<file path="config.mk">
export PLATFORM = sky130hd
export DESIGN_NAME = msrv32_store_unit
export DESIGN_NICKNAME = d
export VERILOG_FILES = /design/src/rtl/msrv32_pkg.sv /design/src/rtl/msrv32_store_formatter.sv /design/src/rtl/msrv32_store_unit.sv
export SDC_FILE = /design/constraint.sdc
export NUM_CORES = 1
export LEC_CHECK = 0
export ABC_AREA = 1
export BUFFER_PORTS_ARGS = -buffer_cell sky130_fd_sc_hd__buf_2
export CAP_MARGIN = 20
export CORE_UTILIZATION = 25
export DETAILED_ROUTE_END_ITERATION = 8
export PLACE_DENSITY_LB_ADDON = 0.12
export SLEW_MARGIN = 20
export SYNTH_ARGS = -nofsm -noshare
export SYNTH_HDL_FRONTEND = slang
export SYNTH_SLANG_ARGS = --single-unit
</file>
<file path="constraint.sdc">
create_clock -name ms_riscv32_mp_clk_in -period 2.5 [get_ports ms_riscv32_mp_clk_in]
set_input_delay 0.25 -clock ms_riscv32_mp_clk_in [delete_from_list [all_inputs] [get_ports ms_riscv32_mp_clk_in]]
set_output_delay 0.25 -clock ms_riscv32_mp_clk_in [all_outputs]
set_load 0.05 [all_outputs]
</file>
<file path="src/rtl/msrv32_pkg.sv">
`default_nettype none
// ============================================================================
// Module   : msrv32_pkg
// Brief    : Shared store-size encodings, store FSM states and alignment rule.
// Revision : 1.0 - initial release
// ============================================================================
package msrv32_pkg;

   localparam logic [1:0] c_SIZE_BYTE = 2'b00;
   localparam logic [1:0] c_SIZE_HALF = 2'b01;
   localparam logic [1:0] c_SIZE_WORD = 2'b10;

   typedef enum logic [0:0] {
      ST_IDLE = 1'b0,
      ST_BUSY = 1'b1
   } store_state_t;

   // Both 2'b10 and 2'b11 encode a word access.
   function automatic logic store_aligned(input logic [1:0] size, input logic [1:0] addr_lo);
      case (size)
         c_SIZE_BYTE: store_aligned = 1'b1;
         c_SIZE_HALF: store_aligned = ~addr_lo[0];
         default:     store_aligned = (addr_lo == 2'b00);
      endcase
   endfunction

endpackage
`default_nettype wire

</file>
<file path="src/rtl/msrv32_store_formatter.sv">
`default_nettype none
// ============================================================================
// Module   : msrv32_store_formatter
// Brief    : Replicates store data across byte lanes and builds the write mask.
// Revision : 1.0 - initial release
// ============================================================================
module msrv32_store_formatter
   import msrv32_pkg::*;
(
   input  logic [1:0]  i_size,
   input  logic [1:0]  i_addr_lo,
   input  logic [31:0] i_rs2,
   output logic [31:0] o_data,
   output logic [3:0]  o_mask
);

   always_comb begin
      o_data = i_rs2;
      o_mask = 4'b1111;
      case (i_size)
         c_SIZE_BYTE: begin
            o_data = {4{i_rs2[7:0]}};
            o_mask = 4'b0001 << i_addr_lo;
         end
         c_SIZE_HALF: begin
            o_data = {2{i_rs2[15:0]}};
            o_mask = 4'b0011 << {i_addr_lo[1], 1'b0};
         end
         c_SIZE_WORD, 2'b11: begin
            o_data = i_rs2;
            o_mask = 4'b1111;
         end
         default: begin
            o_data = i_rs2;
            o_mask = 4'b1111;
         end
      endcase
   end

endmodule
`default_nettype wire

</file>
<file path="src/rtl/msrv32_store_unit.sv">
`default_nettype none
// ============================================================================
// Module   : msrv32_store_unit
// Brief    : Store path to the data bus: alignment check, lane formatting,
//            IDLE/BUSY handshake with bus-error and timeout reporting.
// Revision : 1.0 - initial release
// ============================================================================
module msrv32_store_unit
   import msrv32_pkg::*;
#(
   parameter int unsigned TIMEOUT_CYCLES = 15
) (
   input  logic        ms_riscv32_mp_clk_in,
   input  logic        ms_riscv32_mp_rst_in,
   input  logic        mem_wr_req_in,
   input  logic [1:0]  store_size_in,
   input  logic [31:0] iadder_in,
   input  logic [31:0] rs2_in,
   input  logic        ahb_ready_in,
   input  logic        ahb_resp_in,
   output logic [31:0] ms_riscv32_mp_dmaddr_out,
   output logic [31:0] ms_riscv32_mp_dmdata_out,
   output logic [3:0]  ms_riscv32_mp_dmwr_mask_out,
   output logic        ms_riscv32_mp_dmwr_req_out,
   output logic        stall_out,
   output logic        misaligned_store_out,
   output logic        store_err_out
);

   localparam int unsigned        c_CNT_W    = $clog2(TIMEOUT_CYCLES + 1);
   localparam logic [c_CNT_W-1:0] c_CNT_LAST = c_CNT_W'(TIMEOUT_CYCLES - 1);

   store_state_t       r_state, w_state_nxt;
   logic [c_CNT_W-1:0] r_wait_cnt, w_wait_cnt_nxt;
   logic [31:0]        r_addr, w_addr_nxt;
   logic [31:0]        r_data, w_data_nxt;
   logic [3:0]         r_mask, w_mask_nxt;
   logic               r_wr_req, w_wr_req_nxt;
   logic               r_misaligned, w_misaligned_nxt;
   logic               r_store_err, w_store_err_nxt;
   logic [31:0]        w_fmt_data;
   logic [3:0]         w_fmt_mask;
   logic               w_aligned;

   msrv32_store_formatter u_formatter (
      .i_size    (store_size_in),
      .i_addr_lo (iadder_in[1:0]),
      .i_rs2     (rs2_in),
      .o_data    (w_fmt_data),
      .o_mask    (w_fmt_mask)
   );

   assign w_aligned = store_aligned(store_size_in, iadder_in[1:0]);

   always_comb begin
      w_state_nxt      = r_state;
      w_wait_cnt_nxt   = r_wait_cnt;
      w_addr_nxt       = r_addr;
      w_data_nxt       = r_data;
      w_mask_nxt       = r_mask;
      w_wr_req_nxt     = r_wr_req;
      w_misaligned_nxt = 1'b0;
      w_store_err_nxt  = 1'b0;
      case (r_state)
         ST_IDLE: begin
            if (mem_wr_req_in) begin
               if (w_aligned) begin
                  w_state_nxt    = ST_BUSY;
                  w_wait_cnt_nxt = '0;
                  w_addr_nxt     = {iadder_in[31:2], 2'b00};
                  w_data_nxt     = w_fmt_data;
                  w_mask_nxt     = w_fmt_mask;
                  w_wr_req_nxt   = 1'b1;
               end else begin
                  w_misaligned_nxt = 1'b1;
               end
            end
         end
         ST_BUSY: begin
            // Completion takes priority over a timeout landing on the same cycle.
            if (ahb_ready_in) begin
               w_state_nxt     = ST_IDLE;
               w_wr_req_nxt    = 1'b0;
               w_mask_nxt      = 4'b0000;
               w_store_err_nxt = ahb_resp_in;
            end else if (r_wait_cnt == c_CNT_LAST) begin
               w_state_nxt     = ST_IDLE;
               w_wr_req_nxt    = 1'b0;
               w_mask_nxt      = 4'b0000;
               w_store_err_nxt = 1'b1;
            end else begin
               w_wait_cnt_nxt = r_wait_cnt + 1'b1;
            end
         end
         default: w_state_nxt = ST_IDLE;
      endcase
   end

   always_ff @(posedge ms_riscv32_mp_clk_in or negedge ms_riscv32_mp_rst_in) begin
      if (!ms_riscv32_mp_rst_in) begin
         r_state      <= ST_IDLE;
         r_wait_cnt   <= '0;
         r_addr       <= '0;
         r_data       <= '0;
         r_mask       <= '0;
         r_wr_req     <= 1'b0;
         r_misaligned <= 1'b0;
         r_store_err  <= 1'b0;
      end else begin
         r_state      <= w_state_nxt;
         r_wait_cnt   <= w_wait_cnt_nxt;
         r_addr       <= w_addr_nxt;
         r_data       <= w_data_nxt;
         r_mask       <= w_mask_nxt;
         r_wr_req     <= w_wr_req_nxt;
         r_misaligned <= w_misaligned_nxt;
         r_store_err  <= w_store_err_nxt;
      end
   end

   assign ms_riscv32_mp_dmaddr_out    = r_addr;
   assign ms_riscv32_mp_dmdata_out    = r_data;
   assign ms_riscv32_mp_dmwr_mask_out = r_mask;
   assign ms_riscv32_mp_dmwr_req_out  = r_wr_req;
   assign stall_out                   = (r_state == ST_BUSY);
   assign misaligned_store_out        = r_misaligned;
   assign store_err_out               = r_store_err;

endmodule
`default_nettype wire

</file>
==> reports/results.ini, run 1 <==
[place]
dpl_cell_area_um2=4064
routabilityCongestion=0.7497
portBuffers=140
pre_cts_slack_ns=0.7128
place_hpwl_mm=6.393

[final_layout]
mostFrequentLayoutCells=nand2_1, buf_2, dfrtp_1
final_area_um2=4378
final_layout_size_suffix_gt1_share_pct=29.76
final_common_cell=nand2_1
finalNetCount=609
area_growth_syn_to_layout_pct=34.99

[power]
comb_power_share_pct=36.6
cellLeakagePower_uw=0.002512
switching_share_pct=43.44
seqPwrFrac_pct=34.7
vdd_ir_drop_max_v=0.0003596
pwr-share-clk_pct=28.7
p_switching_uw=2037
p_int_uw=2653
powerDensity_nw_per_um2=1071

[sta]
slew_headroom_pct=35.70
tns_ns=0
rsz0062_at_grt=no
tightest_slew_ns=0.9644
setup_viol=0
skew_ns=0.006213
setup_ws_ns=0.8248
min_period_ns=1.675
drv_slew=0
period_share_pct=67.01
finalHoldViolCount=0
fmax_ghz=0.5969

[logic_synthesis]
synthTopCellsByArea=dfrtp_1, nand2_1, o21ai_0
ys.warnings.count=0
avgSynthCellArea_um2=8.067
ys_types=18
ys_seq_elements=74
synth_top_area_share_pct=57.10
synth-seq-area-share_pct=57.10
synth_cells=402
syn_area_um2=3243
synth_top_cell_by_area=dfrtp_1

[worst_setup_path]
path_cells=nor2_1 -> nand2_4 -> inv_2 -> nand2_1 -> nand2_1
r2r-end=ms_riscv32_mp_dmdata_out[31]
reg2reg_from=stall_out
ff2ff_setup_slack_ns=0.82
critical_path.top_delay_family=buffers and inverters
cp.required_ns=2.77
r2r_cells=5
crit_top_cell=nand2_1
critPathLaunchType=register
crit_type=register to register
crit_fanout=50
setup.worst_path.end_class=register
cp_num_buf_inv=1
slowest_delay_ns=0.63
arrival_ns=1.95
critPathSlowestCell=inv_2

[route]
drc_errors=0
ant_nets=0
drt_iter0_drc=124
wl_mm=9.343
dr.pass1.iters=4
wire_per_inst_um=13.09
vias=2968
viasPerCell=4.157

[job]
max_cap_violations=0

[grt]
grt_usage_pct=14.38
grt_pass1_wl_mm=14.64
grt_overflow_total=0
grt_max_degree=90
grt_pass1_vias=2796
antenna_found_initial=1

[clock_tree]
cts_buffers=9
clkSinkCount=74
clock-root-buffer=clkbuf_16
post_cts_buffers=0
cts.clk_slew.worst_paths_ns=0.06
post_cts_resized=0
h-tree-depth=3
cts_tree=done
cts.path.max_buffers=2
clk_latency_ns=0.33
holdBufCountCts=0

[floorplanning]
placement_rows=41
floorplan.core_area_um2=12620
die_h_um=115.9
die_area_um2=13430
initial_core_util_pct=25.70
die-width_um=115.9
io_pins=143

[outcome]
status=complete, no violations

[min_path]
hp-class=input port to async pin

==> layer usage <==
metal  wire length [µm]  vias to the layer above  global-route usage (%)
met2               4495                       86                   22.82
met4                126                        0                   7.692
met1               4291                     1361                   18.38
met3                430                        8                   3.033
met5                  0                        -                       0
li1                   -                     1513                       -
==> area by class of cell <==
class	count	area, µm²
Multi-Input combinational cell	291	1199
Timing Repair Buffer	142	730.7
Tap cell	172	215.2
Sequential cell	74	1852
Inverter	18	67.56
Fill cell	1404	8242
Clock inverter	6	72.57
Clock buffer	10	239.0
Antenna cell	1	2.502
==> kinds of logic after synthesis <==
family	count (synthesis)	synth area share, %
adders and majority gates	2	0.7715
DFF	74	57.10
buffers and inverters	38	6.057
other	1	0.1156
AOI/OAI and AO/OA	38	5.864
and+or+nand+nor	248	29.82
xor gates and xnor gates	1	0.2701
==> stage by stage <==
step / total power (µW) / hold slack [ns] / util [%] / std cells
4_1_cts: 4765 / 0.09340 / 34.67 / 713
3_3_place_gp: 3371 / 0.4459 / 32.20 / 697
5_1_grt: 4954 / 0.09190 / 34.69 / 714
6_report: 4689 / 0.07439 / 34.69 / 714
2_1_floorplan: 2916 / -0.04559 / - / 403
3_5_place_dp: 3385 / 0.4500 / 32.20 / 697
==> worst reg2reg max path, cell delays in order (launching register included) <==
cell,delay (ns)
dfrtp_1,0.44
nor2_1,0.21
nand2_4,0.08
inv_2,0.63
nand2_1,0.16
nand2_1,0.10
==> flip-flops by register name (all words and copies together), names as in the netlist <==
name,count
misaligned_store_out,1
store_err_out,1
r_wait_cnt,4
ms_riscv32_mp_dmwr_mask_out,4
ms_riscv32_mp_dmdata_out,32
ms_riscv32_mp_dmaddr_out,30
ms_riscv32_mp_dmwr_req_out,1
stall_out,1
==> synthesized netlist by cell type <==
cell,number
nor2_1,15
buf_6,2
dfrtp_1,74
o21ai_0,32
nand4_1,1
inv_1,16
nand3_1,20
buf_2,10
nand2_4,1
inv_2,2
conb_1,1
xnor2_1,1
ha_1,2
clkbuf_1,1
a21oi_1,6
buf_4,7
nor3_1,1
nand2_1,210
==> power groups by stage <==
stage               Clock, µW  Sequential, µW  Combinational, µW
floorplan                   0            2570                349
global placement            0            1640               1730
detailed placement          0            1650               1740
CTS                      1390            1630               1740
global route             1440            1670               1850
finish                   1340            1630               1720
==> how the worst max path moves through the flow <==
| stage | endpoint | startpoint | cells after the start |
|---|---|---|---|
| 5_1_grt | ms_riscv32_mp_dmaddr_out[3] | stall_out | 5 |
| 4_1_cts | ms_riscv32_mp_dmdata_out[31] | stall_out | 5 |
| 3_3_place_gp | ms_riscv32_mp_dmdata_out[31] | store_size_in[0] | 8 |
| 3_5_place_dp | ms_riscv32_mp_dmdata_out[31] | store_size_in[0] | 8 |
| 6_report | ms_riscv32_mp_dmdata_out[31] | stall_out | 5 |
| 2_1_floorplan | ms_riscv32_mp_dmaddr_out[10] | stall_out | 6 |
Power figures use the tool's default switching activity.
==> run 2: changes to the inputs <==
==> constraint.sdc (replaced) <==
create_clock -name ms_riscv32_mp_clk_in -period 1.5 [get_ports ms_riscv32_mp_clk_in]
set_input_delay 0.15 -clock ms_riscv32_mp_clk_in [delete_from_list [all_inputs] [get_ports ms_riscv32_mp_clk_in]]
set_output_delay 0.15 -clock ms_riscv32_mp_clk_in [all_outputs]
set_load 0.05 [all_outputs]
==> run 2 against run 1 <==
Compared with the run above: worst hold slack got worse by 0.058 ns; critical endpoint is now ms_riscv32_mp_dmwr_mask_out[2]; largest power group unchanged; global-route usage up 0.59 points; sequential power rose by 66%.
==> reports/results.ini, run 2 (synthesis gave the netlist of run 1 again) <==
[final_layout]
final_layout_size_suffix_gt1_share_pct=29.62
finalNetCount=642
final.fill_count=1376
regArea_um2=1852
final_common_cell=nand2_1
mostFrequentLayoutCells=nand2_1, buf_2, dfrtp_1
antennaDiodeCount=0
area_growth_syn_to_layout_pct=45.52
finalNonFillerCells=746
fin_util_pct=37.40
largest_reg_flops=32
multi_input_area_um2=1204

[power]
p_int_uw=4491
comb_power_share_pct=37.2
vdd_ir_drop_max_v=0.0006388
pwr-share-clk_pct=28.6
powerDensity_nw_per_um2=1681
finalPower_uw=7936
p_switching_uw=3445
seqPwrFrac_pct=34.2
switching_share_pct=43.41
cellLeakagePower_uw=0.002664

[worst_setup_path]
critPathLaunchType=register
setup.worst_path.end_class=register
crit_top_cell=nand2_1
path_cells=inv_1 -> ha_1 -> nand3_1 -> nand2_1 -> nand2_1 -> nand3_1 -> nand2_1
cp.required_ns=1.78
crit_type=register to register
crit_fanout=6
slowest_delay_ns=0.43
critPathSlowestCell=dfrtp_1
arrival_ns=1.57

[sta]
tightest_slew_ns=0.5321
setup_ws_ns=0.2055
tns_ns=0
period_share_pct=86.30
finalHoldViolCount=0
rsz0062_at_grt=no
drv_slew=0
min_period_ns=1.295
slew_headroom_pct=64.39
fmax_ghz=0.7725
skew_ns=0.008397
setup_viol=0

[place]
pre_cts_slack_ns=-0.06366
routabilityCongestion=0.7729
dpl.cell_count=705
portBuffers=140
place_hpwl_mm=6.881

[route]
wire_per_inst_um=12.92
wl_mm=9.639
vias=3101
drc_errors=0
ant_nets=0
viasPerCell=4.157
dr.pass1.iters=4
drt_iter0_drc=139

[clock_tree]
cts_tree=done
clk_latency_ns=0.34
clkSinkCount=74
cts_buffers=9
clock-root-buffer=clkbuf_16
cts.clk_slew.worst_paths_ns=0.06
h-tree-depth=3
cts.path.max_buffers=2

[floorplanning]
die_area_um2=13430
die_h_um=115.9
die-width_um=115.9
io_pins=143
placement_rows=41
floorplan.core_area_um2=12620
initial_core_util_pct=25.70

[job]
max_cap_violations=0

[grt]
grt_pass1_vias=2939
use_met3_pct=4.341
antenna_found_initial=0
grt_pass1_wl_mm=15.06
grt_use_met2_pct=24.17
grt_usage_pct=14.98
grt_overflow_total=0
grtUsageMet1_pct=18.37
grt_max_degree=54
top_usage_layer=met2

[outcome]
status=complete, no violations

[min_path]
hp-class=input port to register

run 2: per-stage QoR:
stage,instance area [µm²],hold slack [ns]
final,4720,0.01683
after floorplan,3247,-0.1456
after global placement,4149,0.1295
after global routing,4720,0.01371
after CTS,4711,0.0001538
after detailed placement,4149,0.1350
run 2: worst paths after layout:
check	startpoint	to	slack, ns	depth (start not counted)
min in group asynchronous	ms_riscv32_mp_rst_in	ms_riscv32_mp_dmaddr_out[17]	0.30	2
worst max-delay path	r_wait_cnt[0]	ms_riscv32_mp_dmwr_mask_out[2]	0.21	7
worst min-delay path	iadder_in[26]	ms_riscv32_mp_dmaddr_out[26]	0.02	3
worst max register to register	r_wait_cnt[0]	ms_riscv32_mp_dmwr_mask_out[2]	0.21	7
worst min register to register	ms_riscv32_mp_dmdata_out[26]	ms_riscv32_mp_dmdata_out[26]	0.47	2
max in group asynchronous	ms_riscv32_mp_rst_in	ms_riscv32_mp_dmaddr_out[6]	0.59	3
run 2: final cells by class:
class | instances | share of cell area (%)
timing repair buffer | 175 | 22.67
sequential | 74 | 39.24
multi-input combinational | 291 | 25.50
clock buffer | 10 | 5.064
clock inverter | 6 | 1.538
tap | 172 | 4.560
inverter | 18 | 1.432
run 2: routing by layer:
metal	wire length (µm)	up-vias
met5	0	-
met4	195	0
met3	566	12
met2	4565	69
met1	4311	1443
li1	-	1577
run 2: power groups by stage:
stage,combinational [µW],sequential (µW),clock [µW]
floorplan,582,4280,0
global placement,2930,2730,0
detailed placement,2930,2750,0
CTS,2990,2720,2330
global route,3170,2770,2410
finish,2950,2710,2270
run 2: repair_timing:
item	in CTS	in global routing
endpoints found under the hold margin	53	0
setup buffers	0	0
resized for setup	0	2
endpoints found under the setup margin	0	4
hold buffers	25	0
run 2: worst max-delay path: cells and delay by family, from the launching register on:
| family | cells | cell delay, ns |
|---|---|---|
| AND/OR/NAND/NOR | 5 | 0.55 |
| flip-flops | 1 | 0.43 |
| adder cells (fa/ha/maj) | 1 | 0.19 |
| buffers and inverters | 1 | 0.06 |
